[src/rtl/usb_pkg.sv]
// Shared definitions for the USB standard-request decoder.
//   - bRequest codes, descriptor type codes and fixed descriptor lengths
//   - SETUP packet layout (bytes in arrival order, byte 0 in the LSBs)
//   - decoder FSM state encoding
//   - clamp_len: shorten a descriptor length to the host's wLength
package usb_pkg;

    localparam int unsigned SETUP_BYTES = 8;
    localparam int unsigned SETUP_CNT_W = $clog2(SETUP_BYTES);

    localparam logic [7:0] REQ_SET_ADDRESS       = 8'h05;
    localparam logic [7:0] REQ_GET_DESCRIPTOR    = 8'h06;
    localparam logic [7:0] REQ_GET_CONFIGURATION = 8'h08;
    localparam logic [7:0] REQ_SET_CONFIGURATION = 8'h09;

    localparam logic [7:0] DESC_DEVICE = 8'h01;
    localparam logic [7:0] DESC_CONFIG = 8'h02;
    localparam logic [7:0] DESC_STRING = 8'h03;

    localparam int unsigned DEV_DESC_LEN = 18;
    localparam int unsigned STR0_LEN     = 4;

    typedef enum logic [1:0] {
        ST_IDLE,
        ST_COLLECT,
        ST_DECODE,
        ST_DRAIN
    } state_t;

    // Multi-byte fields are little-endian on the wire, so a flat byte
    // vector with byte 0 in the LSBs maps directly onto this layout.
    typedef struct packed {
        logic [15:0] w_length;
        logic [15:0] w_index;
        logic [15:0] w_value;
        logic [7:0]  b_request;
        logic [7:0]  bm_request_type;
    } setup_pkt_t;

    // Full 16-bit compare: any wLength >= 256 selects the descriptor length.
    function automatic logic [7:0] clamp_len(input logic [15:0] w_length,
                                             input logic [7:0]  len);
        return (w_length < {8'h00, len}) ? w_length[7:0] : len;
    endfunction

endpackage

[src/rtl/usb_desc_lut.sv]
// Descriptor lookup: maps (descriptor type, index) to a ROM window.
// Ports:
//   dtype  in  8       descriptor type (wValue high byte)
//   idx    in  8       descriptor index (wValue low byte)
//   hit    out 1       descriptor exists
//   base   out ROM_AW  ROM start address of the descriptor
//   len    out 8       full descriptor length in bytes
// Purely combinational; outputs are zero when hit is low.
module usb_desc_lut
    import usb_pkg::*;
#(
    parameter int unsigned ROM_AW     = 9,
    parameter int unsigned NUM_STR    = 4,
    parameter int unsigned DEV_BASE   = 0,
    parameter int unsigned CFG_BASE   = 24,
    parameter int unsigned CFG_LEN    = 59,
    parameter int unsigned STR_BASE   = 88,
    parameter int unsigned STR_STRIDE = 64,
    parameter int unsigned STR_LEN    = 52
) (
    input  logic [7:0]        dtype,
    input  logic [7:0]        idx,
    output logic              hit,
    output logic [ROM_AW-1:0] base,
    output logic [7:0]        len
);

    // Type/index decode into ROM window
    always_comb begin
        hit  = 1'b0;
        base = '0;
        len  = '0;
        case (dtype)
            DESC_DEVICE: begin
                hit  = 1'b1;
                base = ROM_AW'(DEV_BASE);
                len  = 8'(DEV_DESC_LEN);
            end
            DESC_CONFIG: begin
                hit  = 1'b1;
                base = ROM_AW'(CFG_BASE);
                len  = 8'(CFG_LEN);
            end
            DESC_STRING: begin
                if (32'(idx) < NUM_STR) begin
                    hit  = 1'b1;
                    base = ROM_AW'(STR_BASE + 32'(idx) * STR_STRIDE);
                    // String 0 is the LANGID table, which is shorter
                    len  = (idx == 8'd0) ? 8'(STR0_LEN) : 8'(STR_LEN);
                end
            end
            default: ;
        endcase
    end

endmodule

[src/rtl/usb_stdreq_decoder.sv]
// USB control-endpoint standard-request decoder.
// Collects the 8-byte SETUP packet from the RX FIFO, decodes it and drives
// the descriptor ROM window, device address and configuration value.
// Ports:
//   clk, rst          clock, synchronous active-high reset
//   setupdataactive   SETUP data phase in progress
//   empty_rx          RX FIFO empty
//   datao_rx [7:0]    RX FIFO head byte (first-word-fall-through)
//   pop_rx            consume head byte (combinational from state/empty_rx)
//   status_done       status stage ACKed (one-cycle pulse)
//   romaddr [ROM_AW]  descriptor start address
//   romnum [7:0]      bytes to send
//   devaddress [6:0]  active device address
//   cfg_value [7:0]   current configuration value
//   req_valid         one-cycle pulse: request accepted, outputs updated
//   req_stall         one-cycle pulse: request unsupported
// Build option: USB_STDREQ_CONFIG_EN enables SET/GET_CONFIGURATION;
// without it both stall and cfg_value stays 0.
module usb_stdreq_decoder
    import usb_pkg::*;
#(
    parameter int unsigned ROM_AW     = 9,
    parameter int unsigned NUM_STR    = 4,
    parameter int unsigned DEV_BASE   = 0,
    parameter int unsigned CFG_BASE   = 24,
    parameter int unsigned CFG_LEN    = 59,
    parameter int unsigned STR_BASE   = 88,
    parameter int unsigned STR_STRIDE = 64,
    parameter int unsigned STR_LEN    = 52
) (
    input  logic              clk,
    input  logic              rst,
    input  logic              setupdataactive,
    input  logic              empty_rx,
    input  logic [7:0]        datao_rx,
    output logic              pop_rx,
    input  logic              status_done,
    output logic [ROM_AW-1:0] romaddr,
    output logic [7:0]        romnum,
    output logic [6:0]        devaddress,
    output logic [7:0]        cfg_value,
    output logic              req_valid,
    output logic              req_stall
);

    localparam int unsigned SETUP_W = 8 * SETUP_BYTES;

    state_t                 state_q, state_nxt;
    logic [SETUP_CNT_W-1:0] cnt_q, cnt_nxt;
    logic [SETUP_W-1:0]     setup_q, setup_nxt;
    logic [ROM_AW-1:0]      romaddr_q, romaddr_nxt;
    logic [7:0]             romnum_q, romnum_nxt;
    logic [6:0]             devaddr_q, devaddr_nxt;
    logic [7:0]             cfg_q, cfg_nxt;
    logic                   valid_q, valid_nxt;
    logic                   stall_q, stall_nxt;
    logic [6:0]             pend_addr_q, pend_addr_nxt;
    logic                   pend_vld_q, pend_vld_nxt;

    setup_pkt_t        pkt;
    logic              lut_hit;
    logic [ROM_AW-1:0] lut_base;
    logic [7:0]        lut_len;
    logic              unused_bits;

    assign pkt = setup_pkt_t'(setup_q);

    // Recipient, direction and wIndex play no part in these requests
    assign unused_bits = ^{pkt.bm_request_type[7], pkt.bm_request_type[4:0],
                           pkt.w_index};

    // FIFO handshake
    assign pop_rx = ((state_q == ST_COLLECT) || (state_q == ST_DRAIN)) && !empty_rx;

    // Descriptor window lookup
    usb_desc_lut #(
        .ROM_AW     (ROM_AW),
        .NUM_STR    (NUM_STR),
        .DEV_BASE   (DEV_BASE),
        .CFG_BASE   (CFG_BASE),
        .CFG_LEN    (CFG_LEN),
        .STR_BASE   (STR_BASE),
        .STR_STRIDE (STR_STRIDE),
        .STR_LEN    (STR_LEN)
    ) u_desc_lut (
        .dtype (pkt.w_value[15:8]),
        .idx   (pkt.w_value[7:0]),
        .hit   (lut_hit),
        .base  (lut_base),
        .len   (lut_len)
    );

    // Next-state and registered-output logic
    always_comb begin
        state_nxt     = state_q;
        cnt_nxt       = cnt_q;
        setup_nxt     = setup_q;
        romaddr_nxt   = romaddr_q;
        romnum_nxt    = romnum_q;
        devaddr_nxt   = devaddr_q;
        cfg_nxt       = cfg_q;
        valid_nxt     = 1'b0;
        stall_nxt     = 1'b0;
        pend_addr_nxt = pend_addr_q;
        pend_vld_nxt  = pend_vld_q;

        // A SET_ADDRESS takes effect only once its status stage completes
        if (status_done && pend_vld_q) begin
            devaddr_nxt  = pend_addr_q;
            pend_vld_nxt = 1'b0;
        end

        case (state_q)
            ST_IDLE: begin
                if (setupdataactive) begin
                    cnt_nxt      = '0;
                    // Stale window must not be sent while a new request is in flight
                    romnum_nxt   = '0;
                    // A new SETUP aborts any SET_ADDRESS still awaiting status
                    pend_vld_nxt = 1'b0;
                    state_nxt    = ST_COLLECT;
                end
            end

            ST_COLLECT: begin
                if (pop_rx) begin
                    setup_nxt[{cnt_q, 3'b000} +: 8] = datao_rx;
                    cnt_nxt = cnt_q + SETUP_CNT_W'(1);
                    if (cnt_q == SETUP_CNT_W'(SETUP_BYTES - 1)) begin
                        state_nxt = ST_DECODE;
                    end
                end else if (!setupdataactive) begin
                    // Truncated packet: drop silently
                    state_nxt = ST_IDLE;
                end
            end

            ST_DECODE: begin
                state_nxt = ST_DRAIN;
                stall_nxt = 1'b1;
                // Only standard requests (type field 00) are handled
                if (pkt.bm_request_type[6:5] == 2'b00) begin
                    case (pkt.b_request)
                        REQ_GET_DESCRIPTOR: begin
                            if (lut_hit) begin
                                romaddr_nxt = lut_base;
                                romnum_nxt  = clamp_len(pkt.w_length, lut_len);
                                valid_nxt   = 1'b1;
                                stall_nxt   = 1'b0;
                            end
                        end
                        REQ_SET_ADDRESS: begin
                            pend_addr_nxt = pkt.w_value[6:0];
                            pend_vld_nxt  = 1'b1;
                            romnum_nxt    = '0;
                            valid_nxt     = 1'b1;
                            stall_nxt     = 1'b0;
                        end
`ifdef USB_STDREQ_CONFIG_EN
                        REQ_SET_CONFIGURATION: begin
                            if (pkt.w_value[7:1] == 7'd0) begin
                                cfg_nxt    = pkt.w_value[7:0];
                                romnum_nxt = '0;
                                valid_nxt  = 1'b1;
                                stall_nxt  = 1'b0;
                            end
                        end
                        REQ_GET_CONFIGURATION: begin
                            // IN path sends cfg_value; ROM window is left alone
                            romnum_nxt = clamp_len(pkt.w_length, 8'd1);
                            valid_nxt  = 1'b1;
                            stall_nxt  = 1'b0;
                        end
`else
                        REQ_SET_CONFIGURATION, REQ_GET_CONFIGURATION: ;
`endif
                        default: ;
                    endcase
                end
            end

            ST_DRAIN: begin
                // Excess bytes are popped by pop_rx until the phase ends
                if (empty_rx && !setupdataactive) begin
                    state_nxt = ST_IDLE;
                end
            end

            default: state_nxt = ST_IDLE;
        endcase
    end

    // State and output registers
    always_ff @(posedge clk) begin
        if (rst) begin
            state_q     <= ST_IDLE;
            cnt_q       <= '0;
            setup_q     <= '0;
            romaddr_q   <= '0;
            romnum_q    <= '0;
            devaddr_q   <= '0;
            cfg_q       <= '0;
            valid_q     <= 1'b0;
            stall_q     <= 1'b0;
            pend_addr_q <= '0;
            pend_vld_q  <= 1'b0;
        end else begin
            state_q     <= state_nxt;
            cnt_q       <= cnt_nxt;
            setup_q     <= setup_nxt;
            romaddr_q   <= romaddr_nxt;
            romnum_q    <= romnum_nxt;
            devaddr_q   <= devaddr_nxt;
            cfg_q       <= cfg_nxt;
            valid_q     <= valid_nxt;
            stall_q     <= stall_nxt;
            pend_addr_q <= pend_addr_nxt;
            pend_vld_q  <= pend_vld_nxt;
        end
    end

    assign romaddr    = romaddr_q;
    assign romnum     = romnum_q;
    assign devaddress = devaddr_q;
    assign cfg_value  = cfg_q;
    assign req_valid  = valid_q;
    assign req_stall  = stall_q;

endmodule

[config.mk]
export PLATFORM = sky130hd
export DESIGN_NAME = usb_stdreq_decoder
export DESIGN_NICKNAME = d
export VERILOG_FILES = /design/src/rtl/usb_pkg.sv /design/src/rtl/usb_desc_lut.sv /design/src/rtl/usb_stdreq_decoder.sv
export SDC_FILE = /design/constraint.sdc
export NUM_CORES = 1
export LEC_CHECK = 0
export BUFFER_PORTS_ARGS = -buffer_cell sky130_fd_sc_hd__buf_4
export CAP_MARGIN = 25
export CORE_ASPECT_RATIO = 0.6
export CORE_MARGIN = 5
export CORE_UTILIZATION = 35
export CTS_CLUSTER_SIZE = 20
export DETAILED_ROUTE_END_ITERATION = 8
export MAX_ROUTING_LAYER = met4
export PLACE_DENSITY = 0.54
export SKIP_CTS_REPAIR_TIMING = 1
export SLEW_MARGIN = 25
export SYNTH_ARGS = -nofsm -noshare
export SYNTH_HDL_FRONTEND = slang
export SYNTH_SLANG_ARGS = --single-unit
export TNS_END_PERCENT = 30
[constraint.sdc]
create_clock -name clk -period 5.6 [get_ports clk]
set_input_delay 1.12 -clock clk [delete_from_list [all_inputs] [get_ports clk]]
set_output_delay 1.12 -clock clk [all_outputs]
set_load 0.01 [all_outputs]
# Yosys cells after proc, flatten, opt, wreduce, memory -nomap -nowiden

Cells that the tools add are included.

Bits in registers: 103
Input port bits: 13
Logic and storage cells: 89
Output and inout port bits: 35

Add/sub/neg operators: 3
Mux-type cells: 33
Shift-type cells: 2
Equality and inequality tests: 17
Order comparisons: 2
Reduce and logical (&&, ||, !) cells: 20
Bitwise operators: 2

Operators by type and width:

| operator                                                               | number |
|---|---|
| 64-bit bitwise mux                                                     | 1 |
| 8-bit by 8-bit variable shift with 64-bit output, first input constant | 1 |
| 8-bit by 8-bit indexed part select with 64-bit output                  | 1 |
| 8-bit 2-to-1 mux                                                       | 5 |
| 8-bit case mux with 2 select lines                                     | 2 |
| 8-bit case mux with 3 select lines                                     | 1 |
| 9-bit case mux with 2 select lines                                     | 1 |
| 8-bit by 2-bit equality test with 1-bit output, second input constant  | 2 |
| 8-bit by 3-bit equality test with 1-bit output, second input constant  | 2 |
| 16-bit by 8-bit < comparator with 1-bit output                         | 1 |
| 2-bit 2-to-1 mux                                                       | 5 |
| 7-bit by 9-bit adder with 9-bit output, first input constant           | 1 |
| 9-bit 2-to-1 mux                                                       | 1 |
| 8-bit by 1-bit equality test with 1-bit output, second input constant  | 1 |
| 8-bit logical NOT                                                      | 1 |
| 8-bit by 3-bit < comparator with 1-bit output, second input constant   | 1 |
| 1-bit 2-to-1 mux                                                       | 8 |
| 6-bit negator with 8-bit output                                        | 1 |
| 1-bit case mux with 2 select lines                                     | 4 |
| 2-bit case mux with 4 select lines                                     | 1 |
| 4-bit AND reduction                                                    | 2 |
| 3-bit 2-to-1 mux                                                       | 2 |
| 6-bit 2-to-1 mux                                                       | 1 |
| 2-bit != test, second input constant                                   | 3 |
| other kinds (19)                                                       | 30 |

# Depth between registers and ports, before layout

Depth after elaboration: 10
Mapped depth: 11

# Hierarchy

From an unflattened synthesis, not the netlist that was laid out.

Cell total of the unflattened synthesis: 399
Area total of the unflattened synthesis: 3,656.0 um^2

Modules (own cells, without submodules):

| module             | seq. area each (um^2) | area each (um^2) | cells each | instances |
|---|---|---|---|---|
| usb_stdreq_decoder | 1,621.6               | 3,427.0          | 363        | 1 |
| usb_desc_lut       | 0.0                   | 229.0            | 36         | 1 |

# Least setup slack after synthesis

Ideal clock, no wire load.

Path kind: input -> output
Start: input port empty_rx
End: output port pop_rx
Cell stages on the path: 2
Data required time: 4.480 ns
Path slack: 2.950 ns
Arrival: 1.530 ns
Cell sequence: clkbuf_1 nor2b_1

Longest elaborated chain between the ends: 2

Ends and longest elaborated chain:

| item              | RTL line                 | source |
|---|---|---|
| from (decl)       | usb_stdreq_decoder.sv:34 | `input logic empty_rx,` |
| 1-bit logical NOT | usb_stdreq_decoder.sv:73 | `assign pop_rx = ((state_q == ST_COLLECT) \|\| (state_q == ST_DRAIN)) && !empty_rx;` |
| 1-bit logical AND | usb_stdreq_decoder.sv:73 |  |
| to (decl)         | usb_stdreq_decoder.sv:36 | `output logic pop_rx,` |

Every way passes these cells.

# Worst setup path in the final report

Start: register setup_q[26] (netlist: pkt[26])
End: register romnum_q[1] (netlist: romnum[1])

Longest elaborated chain between the ends: 8
Elaborated cells between the ends (all ways): 14
Those cells by class: order compare: 1; eq/ne: 4; mux: 7; reduce/logical: 2

Ends and longest elaborated chain:

| item                                                                                                             | RTL line                  | source |
|---|---|---|
| from (decl)                                                                                                      | usb_stdreq_decoder.sv:50  | `logic [SETUP_W-1:0] setup_q, setup_nxt;` |
| from (signal assigned)                                                                                           | usb_stdreq_decoder.sv:210 | `setup_q <= setup_nxt;` |
| 8-bit by 2-bit equality test with 1-bit output or 8-bit by 1-bit equality test with 1-bit output (tied branches) | usb_desc_lut.sv:33        | `case (dtype)` |
| 8-bit case mux with 3 select lines                                                                               | usb_desc_lut.sv:33        |  |
| 16-bit by 8-bit < comparator with 1-bit output                                                                   | usb_pkg.sv:43             | `return (w_length < {8'h00, len}) ? w_length[7:0] : len;` |
| 8-bit 2-to-1 mux                                                                                                 | usb_pkg.sv:43             |  |
| 8-bit 2-to-1 mux                                                                                                 | usb_stdreq_decoder.sv:145 | `if (lut_hit) begin` |
| 8-bit case mux with 2 select lines                                                                               | usb_stdreq_decoder.sv:143 | `case (pkt.b_request)` |
| 8-bit 2-to-1 mux                                                                                                 | usb_stdreq_decoder.sv:142 | `if (pkt.bm_request_type[6:5] == 2'b00) begin` |
| 8-bit case mux with 2 select lines                                                                               | usb_stdreq_decoder.sv:113 | `case (state_q)` |
| to (signal assigned)                                                                                             | usb_stdreq_decoder.sv:212 | `romnum_q <= romnum_nxt;` |
| to (decl)                                                                                                        | usb_stdreq_decoder.sv:52  | `logic [7:0] romnum_q, romnum_nxt;` |

Several ways; a longest one is shown, not always the timed one. The select of a mux whose other input is x is not followed.
A chain may end at the register's enable or synchronous reset.

==> impl_metrics.json <==
{
  "power_leakage_nw": 1.65,
  "dp_cells": 541,
  "path_buf_inv": 1,
  "reg2reg_depth": 10,
  "fmaxAchievable_mhz": 316,
  "grt_max_degree": 71,
  "synth_async_sr_flop_share_pct": 0,
  "holdPathEnd": "pkt[60]",
  "grt_usage_pct": 14.7,
  "arrival_ns": 3.44,
  "crit_path_start_kind": "flop",
  "fin_worst_skew_ns": 0.00853,
  "synth_top_area_share_pct": 43.9,
  "stdcell_count": 557,
  "synthAdderAreaFrac_pct": 3.97,
  "n_fill_cell": 968,
  "vias": 2724,
  "synth-compound-area-share_pct": 8.63,
  "die_area_sq_um": 12100,
  "ir_drop_v": 0.000135,
  "cp_slowest_cell": "a21oi_1",
  "tightest_slew_ns": 0.811,
  "timing.slew.headroom_pct": 45.8,
  "grt_pass1_vias": 2658,
  "cp_top_family": "compound AO/OA/AOI/OAI gates",
  "power_density_nw_per_um2": 290,
  "min_path_cells": 2,
  "crit_top_cell": "a21oi_1",
  "critical_path.cell_chain": "nor4_4, nand2_1, nor3_1, inv_1, ha_1, a21oi_1, a2111oi_0, a21oi_1, mux2_2, o2bb2ai_1",
  "final_hold_viol_count": 0,
  "yosys_warnings": 0,
  "synth-simple-area-share_pct": 25.3,
  "tritoncts": "yes",
  "n_antenna_cell": 0,
  "row_count": 28,
  "clkSinkCount": 76,
  "r2r_start": "pkt[26]",
  "yosys.cell_count.top_type": "dfxtp_1",
  "drive_gt1_share_pct": 14.7,
  "crit_required_ns": 5.87,
  "antenna_found_initial": 0,
  "finalCriticalPeriod_ns": 3.17,
  "place_congestion": 0.822,
  "netlist_top_cells_area": "dfxtp_1, mux2i_1, nor2_1",
  "yosys.area.top_type": "dfxtp_1",
  "final_util_pct": 41.5,
  "clk_latency_ns": 0.34,
  "synth-xor-area-share_pct": 0.253,
  "synth.top_cells.by_count": "dfxtp_1, nor2_1, nand2_1",
  "syn_avg_cell_area_sq_um": 8.82,
  "synth_seq_area_share_pct": 43.9,
  "criticalPathCategory": "flop to flop",
  "clk_path_buf_depth": 2,
  "drv_cap": 0,
  "synth_top_family_by_area": "simple AND/OR/NAND/NOR gates",
  "synth.distinct_cells": 45,
  "via_per_inst": 4.89,
  "synth_area_sq_um": 3460,
  "wire_per_inst_um": 15.0,
  "period_share_pct": 56.6,
  "drt-total-wl_um": 8380,
  "slew_viol_final": 0,
  "area_growth_pct": 17.1,
  "syn-instance-count": 393,
  "reg2reg_to": "romnum[1]",
  "numPortBuffers": 35,
  "hold_path_class": "flop to flop",
  "overflow": 0,
  "cts_max_level": 3,
  "first_pass_iters": 4,
  "synth_edf_count": 0,
  "hold_slack_ns": 0.453,
  "dp_hpwl_um": 6080,
  "initial_utilization_pct": 35.4,
  "finalNetCount": 441,
  "coreArea_sq_um": 9770,
  "die_h_um": 87.1,
  "postRouteAntennaNets": 0,
  "setup_viol": 0,
  "path_clk_slew_ns": 0.06,
  "rsz0062_at_grt": "no",
  "end_kind": "flop",
  "drc": 0,
  "clockRootBuffer": "clkbuf_16",
  "status": "finished clean",
  "drt_iter0_markers": 151,
  "tns_ns": 0,
  "post_synth_mux_area_share_pct": 11.3,
  "grt_pass1_wl_um": 13500,
  "synth_seq_cells": 76,
  "min_from": "pkt[60]",
  "numCtsBuffers": 9,
  "synth_ff_type": "dfxtp_1",
  "worst-path-max-fanout": 6,
  "reg2reg_slack_ns": 2.43,
  "ios": 48,
  "die_w_um": 138,
  "totalPowerFinal_mw": 1.18,
  "slowest_delay_ns": 0.59
}
[metrics by stage]
step | instance area (sq um) | setup slack (ns)
2_1_floorplan | 3510 | 2.95
3_3_place_gp | 3750 | 2.66
3_5_place_dp | 3750 | 2.44
4_1_cts | 4060 | 2.39
5_1_grt | 4060 | 2.15
6_report | 4060 | 2.43
[worst min-delay path, delay by kind of cell (launching register included)]
| kind | cells | cell delay (ns) |
|---|---|---|
| AOI/OAI and AO/OA | 1 | 0.05 |
| DFF | 1 | 0.31 |
| and+or+nand+nor | 1 | 0.05 |
[power by group]
group	switching [mW]	total (mW)	internal (mW)
Clock	0.226	0.584	0.359
Sequential	0.00362	0.546	0.543
Combinational	0.0330	0.0480	0.0150
Total	0.262	1.18	0.916
[cells in the final DEF, fill, tap and decap left out, drive strengths merged, types with 3 or more instances in the layout]
master    n
a21oi    36
nor2b     4
conb     12
clkbuf   11
ha       11
nand2b    3
nand2    43
nor3b     3
nor2     57
mux2i    37
inv      12
nand3    23
buf      35
o2bb2ai   6
dfxtp    76
nor4bb    3
nand4b    3
nor4b     5
nor3      8
nor4      5
and2      3
[registers in the layout (all words and copies together), names as in the netlist, named ones only]
name and count:
req_valid 1, cnt_q 3, romnum 8, req_stall 1, state_q 1, pkt 42, devaddress 7, pend_vld_q 1
romaddr 4, pend_addr_q 7
[logic make-up after synthesis]
kind of cell             after synthesis
AO/OA/AOI/OAI                         51
buffers and inverters                 44
multiplexers                          39
flip-flops                            76
AND/OR/NAND/NOR                      170
other                                  1
adder cells (fa/ha/maj)               11
XOR/XNOR                               1
[layer usage]
| metal | track usage [%] | vias up | part of all wire, % |
|---|---|---|---|
| met5 | - | - | 0 |
| met2 | 21.1 | 47 | 43 |
| li1 | - | 1386 | - |
| met3 | 4.94 | 10 | 5.1 |
| met4 | 4.57 | 0 | 1.3 |
| met1 | 19.6 | 1281 | 51 |
[layout make-up]
class | instances | area (sq um) | area share, %
Clock buffer | 11 | 243 | 5.98
Clock inverter | 5 | 60.1 | 1.48
Inverter | 11 | 41.3 | 1.02
Multi-Input combinational cell | 284 | 1760 | 43.4
Sequential cell | 76 | 1520 | 37.5
Tap cell | 135 | 169 | 4.16
Timing Repair Buffer | 35 | 263 | 6.48
[how the worst max path moves through the flow]
stage	startpoint	to	cells past startpoint
2_1_floorplan	empty_rx	pop_rx	2
3_3_place_gp	pkt[26]	romnum[1]	10
3_5_place_dp	pkt[26]	romnum[1]	10
4_1_cts	pkt[26]	romnum[1]	10
5_1_grt	pkt[27]	romnum[1]	10
6_report	pkt[26]	romnum[1]	10
Note: power is estimated with default switching activity, not from simulation.
